<file path="src/rtl/multicycle_alu.sv">
// Multicycle ALU: single-cycle logic/arith/shift ops plus N-iteration
// shift-add multiply and restoring-division modulo, with NCVZ flags.
module multicycle_alu #(
  parameter int N = 8
) (
  input  logic         clk,
  input  logic         rst_n,
  input  logic         start,
  input  logic [N-1:0] a,
  input  logic [N-1:0] b,
  input  logic [3:0]   ctrl,
  output logic         ready,
  output logic         busy,
  output logic         done,
  output logic [N-1:0] result,
  output logic [3:0]   flags
);

  localparam int CW = $clog2(N);

  typedef logic [N-1:0]  word_t;
  typedef logic [CW-1:0] cnt_t;

  typedef enum logic [1:0] {IDLE, MUL, DIV} state_e;

  typedef enum logic [3:0] {
    OP_ADD = 4'b0000, OP_SUB = 4'b0001, OP_AND = 4'b0010, OP_OR  = 4'b0011,
    OP_MOD = 4'b0100, OP_MUL = 4'b0101, OP_SHR = 4'b0110, OP_SHL = 4'b0111,
    OP_XOR = 4'b1000, OP_ASR = 4'b1001
  } op_e;

  state_e        state_q, state_d;
  cnt_t          cnt_q, cnt_d;
  word_t         a_q, a_d, b_q, b_d;
  logic [2*N-1:0] prod_q, prod_d;
  word_t         rem_q, rem_d, quo_q, quo_d;
  word_t         result_q, result_d;
  logic [3:0]    flags_q, flags_d;
  logic          done_q, done_d;

  // Single-cycle datapath, evaluated on the live inputs at the accept edge
  word_t  sc_res;
  logic   sc_c, sc_v, big_shift;
  logic [N:0] sum_ext, diff_ext;

  always_comb begin
    sc_res    = '0;
    sc_c      = 1'b0;
    sc_v      = 1'b0;
    big_shift = (b >= word_t'(N));
    sum_ext   = {1'b0, a} + {1'b0, b};
    diff_ext  = {1'b0, a} - {1'b0, b};
    case (ctrl)
      OP_ADD: begin
        sc_res = sum_ext[N-1:0];
        sc_c   = sum_ext[N];
        sc_v   = (a[N-1] == b[N-1]) && (sum_ext[N-1] != a[N-1]);
      end
      OP_SUB: begin
        sc_res = diff_ext[N-1:0];
        sc_c   = diff_ext[N];
        sc_v   = (a[N-1] != b[N-1]) && (diff_ext[N-1] != a[N-1]);
      end
      OP_AND: sc_res = a & b;
      OP_OR:  sc_res = a | b;
      OP_XOR: sc_res = a ^ b;
      OP_SHR: sc_res = big_shift ? '0 : (a >> b);
      OP_SHL: sc_res = big_shift ? '0 : (a << b);
      OP_ASR: sc_res = big_shift ? {N{a[N-1]}} : word_t'($signed(a) >>> b);
      default: sc_res = '0;
    endcase
  end

  // One iteration of each multicycle algorithm
  logic [N:0]     mul_sum;
  logic [2*N-1:0] mul_next;
  logic [N:0]     div_shift;
  word_t          div_sub, rem_next, quo_next, iter_res;
  logic           div_ge;

  always_comb begin
    mul_sum   = {1'b0, prod_q[2*N-1:N]} + (prod_q[0] ? {1'b0, a_q} : '0);
    mul_next  = {mul_sum, prod_q[N-1:1]};
    div_shift = {rem_q, quo_q[N-1]};
    div_ge    = (div_shift >= {1'b0, b_q});
    div_sub   = div_shift[N-1:0] - b_q;
    rem_next  = div_ge ? div_sub : div_shift[N-1:0];
    quo_next  = {quo_q[N-2:0], div_ge};
  end

  always_comb begin
    state_d  = state_q;
    cnt_d    = cnt_q;
    a_d      = a_q;
    b_d      = b_q;
    prod_d   = prod_q;
    rem_d    = rem_q;
    quo_d    = quo_q;
    result_d = result_q;
    flags_d  = flags_q;
    done_d   = 1'b0;
    iter_res = '0;
    case (state_q)
      IDLE: begin
        if (start) begin
          a_d   = a;
          b_d   = b;
          cnt_d = '0;
          if (ctrl == OP_MUL) begin
            prod_d  = {{N{1'b0}}, b};
            state_d = MUL;
          end else if (ctrl == OP_MOD) begin
            rem_d   = '0;
            quo_d   = a;
            state_d = DIV;
          end else begin
            result_d = sc_res;
            flags_d  = {sc_res[N-1], sc_c, sc_v, sc_res == '0};
            done_d   = 1'b1;
          end
        end
      end
      MUL: begin
        prod_d = mul_next;
        cnt_d  = cnt_q + cnt_t'(1);
        if (cnt_q == cnt_t'(N - 1)) begin
          iter_res = mul_next[N-1:0];
          result_d = iter_res;
          flags_d  = {iter_res[N-1], |mul_next[2*N-1:N], 1'b0, iter_res == '0};
          done_d   = 1'b1;
          state_d  = IDLE;
        end
      end
      DIV: begin
        rem_d = rem_next;
        quo_d = quo_next;
        cnt_d = cnt_q + cnt_t'(1);
        if (cnt_q == cnt_t'(N - 1)) begin
          // Divide-by-zero returns the dividend rather than the shifted garbage
          iter_res = (b_q == '0) ? a_q : rem_next;
          result_d = iter_res;
          flags_d  = {iter_res[N-1], 1'b0, b_q == '0, iter_res == '0};
          done_d   = 1'b1;
          state_d  = IDLE;
        end
      end
      default: state_d = IDLE;
    endcase
  end

  always_ff @(posedge clk or negedge rst_n) begin
    if (!rst_n) begin
      state_q  <= IDLE;
      cnt_q    <= '0;
      a_q      <= '0;
      b_q      <= '0;
      prod_q   <= '0;
      rem_q    <= '0;
      quo_q    <= '0;
      result_q <= '0;
      flags_q  <= '0;
      done_q   <= 1'b0;
    end else begin
      state_q  <= state_d;
      cnt_q    <= cnt_d;
      a_q      <= a_d;
      b_q      <= b_d;
      prod_q   <= prod_d;
      rem_q    <= rem_d;
      quo_q    <= quo_d;
      result_q <= result_d;
      flags_q  <= flags_d;
      done_q   <= done_d;
    end
  end

  assign ready  = (state_q == IDLE);
  assign busy   = (state_q != IDLE);
  assign done   = done_q;
  assign result = result_q;
  assign flags  = flags_q;

endmodule

</file>
<file path="config.mk">
export PLATFORM = sky130hd
export DESIGN_NAME = multicycle_alu
export DESIGN_NICKNAME = d
export VERILOG_FILES = /design/src/rtl/multicycle_alu.sv
export SDC_FILE = /design/constraint.sdc
export NUM_CORES = 1
export LEC_CHECK = 0
export CORE_MARGIN = 2
export CORE_UTILIZATION = 40
export DETAILED_ROUTE_END_ITERATION = 12
export PLACE_DENSITY_LB_ADDON = 0.3
export SLEW_MARGIN = 10
export SYNTH_ARGS = -nofsm -noshare
export SYNTH_HDL_FRONTEND = slang
export SYNTH_SLANG_ARGS = --single-unit
</file>
<file path="constraint.sdc">
create_clock -name clk -period 8.58 [get_ports clk]
set_clock_uncertainty 0.15 [all_clocks]
set_input_delay 2.574 -clock clk [delete_from_list [all_inputs] [get_ports clk]]
set_output_delay 2.574 -clock clk [all_outputs]
set_load 0.02 [all_outputs]
</file>
# Yosys cells after proc, flatten, opt, wreduce, memory -nomap -nowiden

Cells that the tools add are included.
W data, S select, Z words.

Flip-flop bits (word level): 66
Output and inout port bits: 15

Bitwise logic cells: 3
Muxes and demuxes: 44
Shift operators: 3
Equality and inequality tests: 25
Order comparisons: 2
Reduce and logical (&&, ||, !) cells: 21
$add $sub $neg: 5

Operator list:

| kind                 | number |
|---|---|
| $mux W8              | 17 |
| $pmux W8 S8          | 1 |
| $logic_not A8 Y1     | 4 |
| $mux W16             | 2 |
| $pmux W16 S2         | 1 |
| $pmux W8 S2          | 2 |
| $pmux W8 S3          | 1 |
| $mux W4              | 5 |
| $add A8 B8 Y9        | 2 |
| $eq A4 B3 Y1 const B | 4 |
| $pmux W4 S3          | 1 |
| $ne A2 B2 Y1 const B | 5 |
| $ge A9 B8 Y1         | 1 |
| $sub A8 B8 Y9        | 1 |
| $and A8 B8 Y8        | 1 |
| $eq A4 B2 Y1 const B | 2 |
| $eq A4 B4 Y1 const B | 2 |
| $ge A8 B4 Y1 const B | 1 |
| $mux W2              | 4 |
| $or A8 B8 Y8         | 1 |
| $reduce_bool A2 Y1   | 4 |
| $reduce_or A8 Y1     | 1 |
| $shl A8 B8 Y8        | 1 |
| $shr A8 B8 Y8        | 1 |
| 26 further kinds     | 38 |

# Logic depth before layout (Yosys ltp)

Gate-level depths: netlist of run 1.

Depth in word-level cells: 8
Gate-level depth with buffers: 12

# Worst setup path before layout of run 1

No wires, ideal clock.

Kind: input-to-reg
Start: input b[2]
End: register flags_q[1] (netlist: flags[1])
Stages: 12
Required time: 8.347 ns
Data arrival time: 5.131 ns
Setup time: 0.083 ns
Slack: 3.216 ns
Path buffers: 2
Path through: clkbuf_1 inv_1 clkbuf_1 ha_1 and3_1 a221o_1 o41ai_1 nand2_1 mux2i_1 nor2_1 o32a_1 o21ai_0

Word-level cells in the longest chain between the ends: 8
Elaborated cells on any way between the ends: 11
Classes of those cells: add/sub (2); eq/ne (2); mux (5); reduce/logical (2)

Ends and longest elaborated chain:

| element                                        | RTL line | text |
|---|---|---|
| from (decl)                                    | 10       | `input logic [N-1:0] b,` |
| $sub A8 B8 Y9 or $add A8 B8 Y9 (tied branches) | 52, 51   |  |
| $ne A1 B1 Y1 (on tied branches)                | 62, 57   |  |
| $logic_and A1 B1 Y1 (on tied branches)         | 62, 57   |  |
| $pmux W1 S2 (*)                                | 53       | `case (ctrl)` |
| $mux W4 (*)                                    | 112      | `end else if (ctrl == OP_MOD) begin` |
| $mux W4 (*)                                    | 109      | `if (ctrl == OP_MUL) begin` |
| $mux W4 (*)                                    | 105      | `if (start) begin` |
| $pmux W4 S3 (*)                                | 103      | `case (state_q)` |
| to (signal assigned)                           | 172      | `flags_q <= flags_d;` |
| to (decl)                                      | 38       | `logic [3:0] flags_q, flags_d;` |

Mark *: on every way between the ends. The rest lies on a longest branch, timed or not. The select of a mux whose other input is x is not followed.
A chain may end at the register's enable or synchronous reset.

# Worst setup path after layout of run 1

Ends and elaborated chain as after synthesis.

==> reports/results.ini, run 1 <==
[cts]
cts.sink_count = 65
clk_pin_slew_ns = 0.06
cts_tree = built
post_cts_buffers = 0
clock_path_buffers = 2
clkLatencyLatePin_ns = 0.33
cts_root_buf = clkbuf_16
cts_buffers = 9
htree_num_levels = 3
cts_hold_buffers = 0
cts-resized-gates = 0

[worst_setup_path]
critPathKind = primary input to register
cp.required_ns = 8.68
end_kind = register
crit_fanout = 21
crit_path_start_kind = primary input
arrival_ns = 6.29

[run]
cap_viol_max_count = 0

[synthesis]
synth_seq_cells = 65
syn_inst = 734
synth.area.top_cells = dfrtp_1, ha_1, nand2_1
ys_async_sr_fraction = 1.00
synth_edf_count = 0
yosys.area.top_type_share = 0.272
synth.largest_area_cell = dfrtp_1
synth_nets = 810
synth-seq-area-share = 0.272
ys.flop_type = dfrtp_1
ys_types = 76
ys_warn_count = 0
syn_area_sq_um = 5980
avgSynthCellArea_sq_um = 8.14

[global_routing]
grt_pass1_wl_mm = 30.3
grt_pass1_vias = 5573
antenna_found_initial = 0
grt_overflow = 0
grt_usage = 0.237
grt_start_max_net_pins = 66

[floorplan]
start_util = 0.410
io_pins = 38
rows = 44
core_sq_um = 14600
die_height_um = 126
design.die.area_sq_um = 15900
die_width_um = 126

[layout]
drive_above_1_share = 0.0702
final_cell_area_sq_um = 6830
fill_cells = 1430
antennaDiodeCount = 0
syn_to_final_growth_pct = 14.3
final_nets = 826

[power]
power.density_nw_per_um2 = 286
vdd_ir_drop_max_mv = 0.103
leakagePower_nw = 3.01

[routing]
postRouteAntennaNets = 0
via_per_inst = 6.17
avgRoutedWirePerCell_um = 20.2
num_vias = 5791
route.detailed.drc = 0
drt-initial-drc-count = 534
drtPass1Iterations = 7
wl_mm = 19.0

[placement]
place_hpwl_mm = 14.2
place_ws_ns = 2.19
port_buffers = 37
placed_area_sq_um = 6490
gp_congestion = 0.988

[worst_hold_path]
min_path_type = register to register

[sta]
period_share = 0.722
max_freq_ghz = 0.161
finalHoldViolCount = 0
worst_pin_slew_ns = 0.962
setup_tns_ns = 0
slew_viol_final = 0
setup_viol = 0
fin_crit_ns = 6.20
setup_ws_ns = 2.38
rsz0062_at_grt = false
slew_headroom = 0.357

[run_status]
status = finished clean

## critical path, stage by stage
cell and delay, ns:
clkdlybuf4s50_1 1.01, inv_1 0.42, ha_1 0.49, and3_1 0.22
a221o_1 0.34, o41ai_1 0.44, nand2_1 0.15, mux2i_1 0.17
nor2_1 0.06, o32a_1 0.29, o21ai_0 0.13
## flip-flops by register name, summed over array words and instances, names as in the netlist
register and flops:
prod_q 16, a_q 8, b_q 8, quo_q 8
rem_q 8, result 8, cnt_q 3, flags 3
state_q 2, done 1
## metal layers
layer  wire [um]  vias to the layer above  GRT usage  share of wire
met5           0                        -          0              0
met4         577                        0     0.0827          0.030
met3        1280                       41     0.0370          0.068
met2        8700                      254      0.384           0.46
met1        8400                     2779      0.322           0.44
li1            -                     2717          -              -
## metrics by stage
| stage | hold WS, ns | util | cells | total power [mW] |
|---|---|---|---|---|
| 3_5_place_dp | 0.320 | 0.445 | 922 | 1.53 |
| 2_1_floorplan | 0.299 | - | 734 | 1.21 |
| 4_1_cts | 0.332 | 0.468 | 938 | 1.95 |
| 5_1_grt | 0.362 | 0.468 | 939 | 2.09 |
| 3_3_place_gp | 0.313 | 0.445 | 922 | 1.51 |
| 6_report | 0.330 | 0.468 | 939 | 1.95 |
## synthesized netlist by cell type, types with 10 or more instances
cell type / n
a21oi_1: 37
a31oi_1: 12
ha_1: 49
nor4_1: 10
o31ai_1: 10
nand2_1: 99
nor2_1: 52
inv_1: 49
nor3_1: 15
clkbuf_1: 38
dfrtp_1: 65
o21ai_0: 61
a21o_1: 10
nand3_1: 12
mux2i_1: 24
## path summary, 6_finish.rpt
| kind | from | end | slack (ns) | cells past startpoint |
|---|---|---|---|---|
| worst max-delay path | b[2] | flags[1]$_DFFE_PN0P_ | 2.38 | 11 |
| worst min-delay path | quo_q[6]$_DFFE_PN0P_ | quo_q[6]$_DFFE_PN0P_ | 0.33 | 2 |
| worst max register to register | b_q[3]$_DFFE_PN0P_ | flags[0]$_DFFE_PN0P_ | 4.89 | 11 |
| worst min register to register | quo_q[6]$_DFFE_PN0P_ | quo_q[6]$_DFFE_PN0P_ | 0.33 | 2 |
| max in group asynchronous | rst_n | b_q[6]$_DFFE_PN0P_ | 5.41 | 2 |
| min in group asynchronous | rst_n | prod_q[13]$_DFFE_PN0P_ | 2.27 | 2 |
## cell type report
cell class,instances,area (sq um),area share
timing repair buffer,53,485,0.0711
clock buffer,11,253,0.0370
inverter,49,184,0.0269
sequential,65,1630,0.238
clock inverter,5,77.6,0.0114
tap,184,230,0.0337
multi-input combinational,572,3970,0.582
## where the power goes
group	internal (mW)	switching, mW
registers	0.423	0.103
logic	0.413	0.607
clock network	0.269	0.138
## cell families after synthesis
group	Yosys count	share of synthesized area
AOI/OAI and AO/OA	218	0.245
adders and majority gates	53	0.116
buffers and inverters	97	0.0641
xor gates and xnor gates	10	0.0147
DFF	65	0.272
muxes	35	0.0760
and+or+nand+nor	256	0.212
## placed cells by master, fill, tap and decap left out, drive strengths merged, types with 6 or more instances in the layout
cell and count:
dfrtp 65, nor4 11, nor2 53, nand3 12
o211ai 6, and2 8, ha 49, a22o 8
o21bai 7, a21o 10, mux4 8, or4 8
a211oi 7, clkdlybuf4s50 36, clkbuf 11, nand2b 6
mux2i 24, a21oi 37, o21ai 64, nor2b 7
a31oi 12, nor3 16, buf 17, nand2 99
xnor2 6, inv 49, o31ai 10
Power figures use the tool's default switching activity.
==> inputs of run 2 (changes only) <==
==> constraint.sdc (replaced) <==
create_clock -name clk -period 5.39 [get_ports clk]
set_clock_uncertainty 0.15 [all_clocks]
set_input_delay 1.617 -clock clk [delete_from_list [all_inputs] [get_ports clk]]
set_output_delay 1.617 -clock clk [all_outputs]
set_load 0.02 [all_outputs]
==> run 2 against run 1 <==
  * Non-clock buffer count grew 14
  * Critical path depth fell by 2
  * Sequential power grew 58%
==> reports/results.ini, run 2 (synthesis gave the netlist of run 1 again) <==
[cts]
cts_tree = built
cts_hold_buffers = 0  ; unchanged
clk_pin_slew_ns = 0.06  ; about the same
post_cts_buffers = 0  ; unchanged
htree_num_levels = 3  ; unchanged
clkLatencyLatePin_ns = 0.34  ; about the same
cts_buffers = 9  ; unchanged
clock_path_buffers = 2  ; unchanged
cts-resized-gates = 0  ; unchanged
cts_root_buf = clkbuf_16
cts.sink_count = 65  ; unchanged

[layout]
largest-register = prod_q
final_cells = 953  ; +1.5%
drive_above_1_share = 0.0858  ; +0.0156
layout_commonest_cell = nand2_1
final_cell_area_sq_um = 6940  ; +1.6%
largest_reg_flops = 16  ; unchanged
syn_to_final_growth_pct = 16.1
antennaDiodeCount = 0  ; unchanged
utilization = 0.475  ; +0.00729
final_nets = 840  ; +1.7%
final_cell_mix = nand2_1, dfrtp_1, o21ai_0, nor2_1
fill_cells = 1406  ; -1.7%

[worst_hold_path]
min_to = quo_q[6]$_DFFE_PN0P_
min_path_type = register to register
min_path_cells = 2  ; unchanged
hp-start = quo_q[6]$_DFFE_PN0P_

[placement]
port_buffers = 37  ; unchanged
dp.cells = 937  ; +1.6%
place_hpwl_mm = 15.5  ; +8.8%
gp_congestion = 0.928  ; -6.0%
placed_area_sq_um = 6600  ; +1.6%

[sta]
hold_slack_ns = 0.331  ; +0.00188 ns
worst_pin_slew_ns = 0.990  ; +0.0281 ns
slew_viol_final = 0  ; unchanged
setup_viol = 0  ; unchanged
slew_headroom = 0.340  ; -0.0168
max_freq_ghz = 0.221
finalHoldViolCount = 0  ; unchanged
setup_tns_ns = 0  ; unchanged
fin_crit_ns = 4.52
period_share = 0.839
rsz0062_at_grt = false

[routing]
avgRoutedWirePerCell_um = 21.0  ; +3.9%
route.detailed.drc = 0  ; unchanged
postRouteAntennaNets = 0  ; unchanged
num_vias = 5863  ; +1.2%
drt-initial-drc-count = 528  ; -1.1%
via_per_inst = 6.15  ; -0.24%
wl_mm = 20.0  ; +5.5%
drtPass1Iterations = 6  ; -1

[worst_setup_path]
slowest_stage = a2111oi_0
r2r-end = flags[0]$_DFFE_PN0P_
crit_fanout = 11  ; -48%
cp.required_ns = 5.45  ; -3.23 ns
cp_slowest_stage_delay_ns = 0.76  ; -0.25 ns
path_cells = clkdlybuf4s50_1 > inv_1 > ha_1 > nor3_1 > a2111oi_0 > o221ai_1 > a221oi_1 > nor2b_1 > o31ai_1
critPathKind = primary input to register
end_kind = register
rr_startpoint = b_q[4]$_DFFE_PN0P_
arrival_ns = 4.58  ; -1.71 ns
crit_path_start_kind = primary input
rr_worst_depth = 11  ; unchanged
r2r_slack_ns = 1.80  ; -3.09 ns

[run_status]
status = finished clean

[floorplan]
core_sq_um = 14600  ; unchanged
rows = 44  ; unchanged
die_height_um = 126  ; unchanged
io_pins = 38  ; unchanged
die_width_um = 126  ; unchanged
design.die.area_sq_um = 15900  ; unchanged
start_util = 0.410  ; unchanged

[global_routing]
grtUsageMet1 = 0.327  ; +0.00540
use_met2 = 0.416  ; +0.0319
grt_usage = 0.253  ; +0.0160
grt_overflow = 0  ; unchanged
grt_pass1_wl_mm = 31.6  ; +4.5%
grt-busiest-layer = met2
met3_usage = 0.0361  ; -0.000850
antenna_found_initial = 0  ; unchanged
grt_start_max_net_pins = 45  ; -32%
grt_pass1_vias = 5784  ; +3.8%

[run]
cap_viol_max_count = 0  ; unchanged

[power]
leakagePower_nw = 3.07  ; +2.2%
power.density_nw_per_um2 = 449  ; +57%
vdd_ir_drop_max_mv = 0.174  ; +68%

run 2: worst max path at each step:
stage / from / end / slack [ns] / cells past startpoint
2_1_floorplan: b[2] / flags[1]$_DFFE_PN0P_ / 0.98 / 12
3_3_place_gp: a[0] / flags[0]$_DFFE_PN0P_ / 0.65 / 11
3_5_place_dp: b[4] / flags[1]$_DFFE_PN0P_ / 0.58 / 11
4_1_cts: b[4] / flags[1]$_DFFE_PN0P_ / 0.91 / 11
5_1_grt: b[4] / flags[1]$_DFFE_PN0P_ / 0.60 / 11
6_report: b[4] / result[5]$_DFFE_PN0P_ / 0.87 / 9
run 2: layout make-up:
class | count | area, sq um | share of cell area
inverters | 49 | 184 | 0.0265
clock buffers | 11 | 253 | 0.0364
repair buffers | 67 | 591 | 0.0851
well taps | 184 | 230 | 0.0332
multi-input cells | 572 | 3970 | 0.572
flip-flops and latches | 65 | 1630 | 0.234
clock inverters | 5 | 85.1 | 0.0123
run 2: worst max-delay path, delay by kind of cell:
kind            cells  cell delay, ns
buf+inv             2            0.75
compound gates      4            1.44
fa+ha+maj           1            0.48
simple gates        2            0.29
run 2: stage by stage:
step | setup slack, ns | total power, mW
floorplan | 0.983 | 1.93
global placement | 0.654 | 2.41
detailed placement | 0.578 | 2.45
CTS | 0.912 | 3.12
global route | 0.604 | 3.34
finish | 0.870 | 3.12
run 2: routing by layer:
metal / part of all wire / vias to the layer above
met5: 0 / -
met4: 0.048 / 0
met3: 0.064 / 67
met2: 0.47 / 254
met1: 0.42 / 2811
li1: - / 2731
run 2: power by group:
group	internal, mW	leakage, nW	switching (mW)
sequential	0.673	0.827	0.157
combinational	0.665	2.08	0.967
clock	0.432	0.162	0.224
total	1.77	3.07	1.35
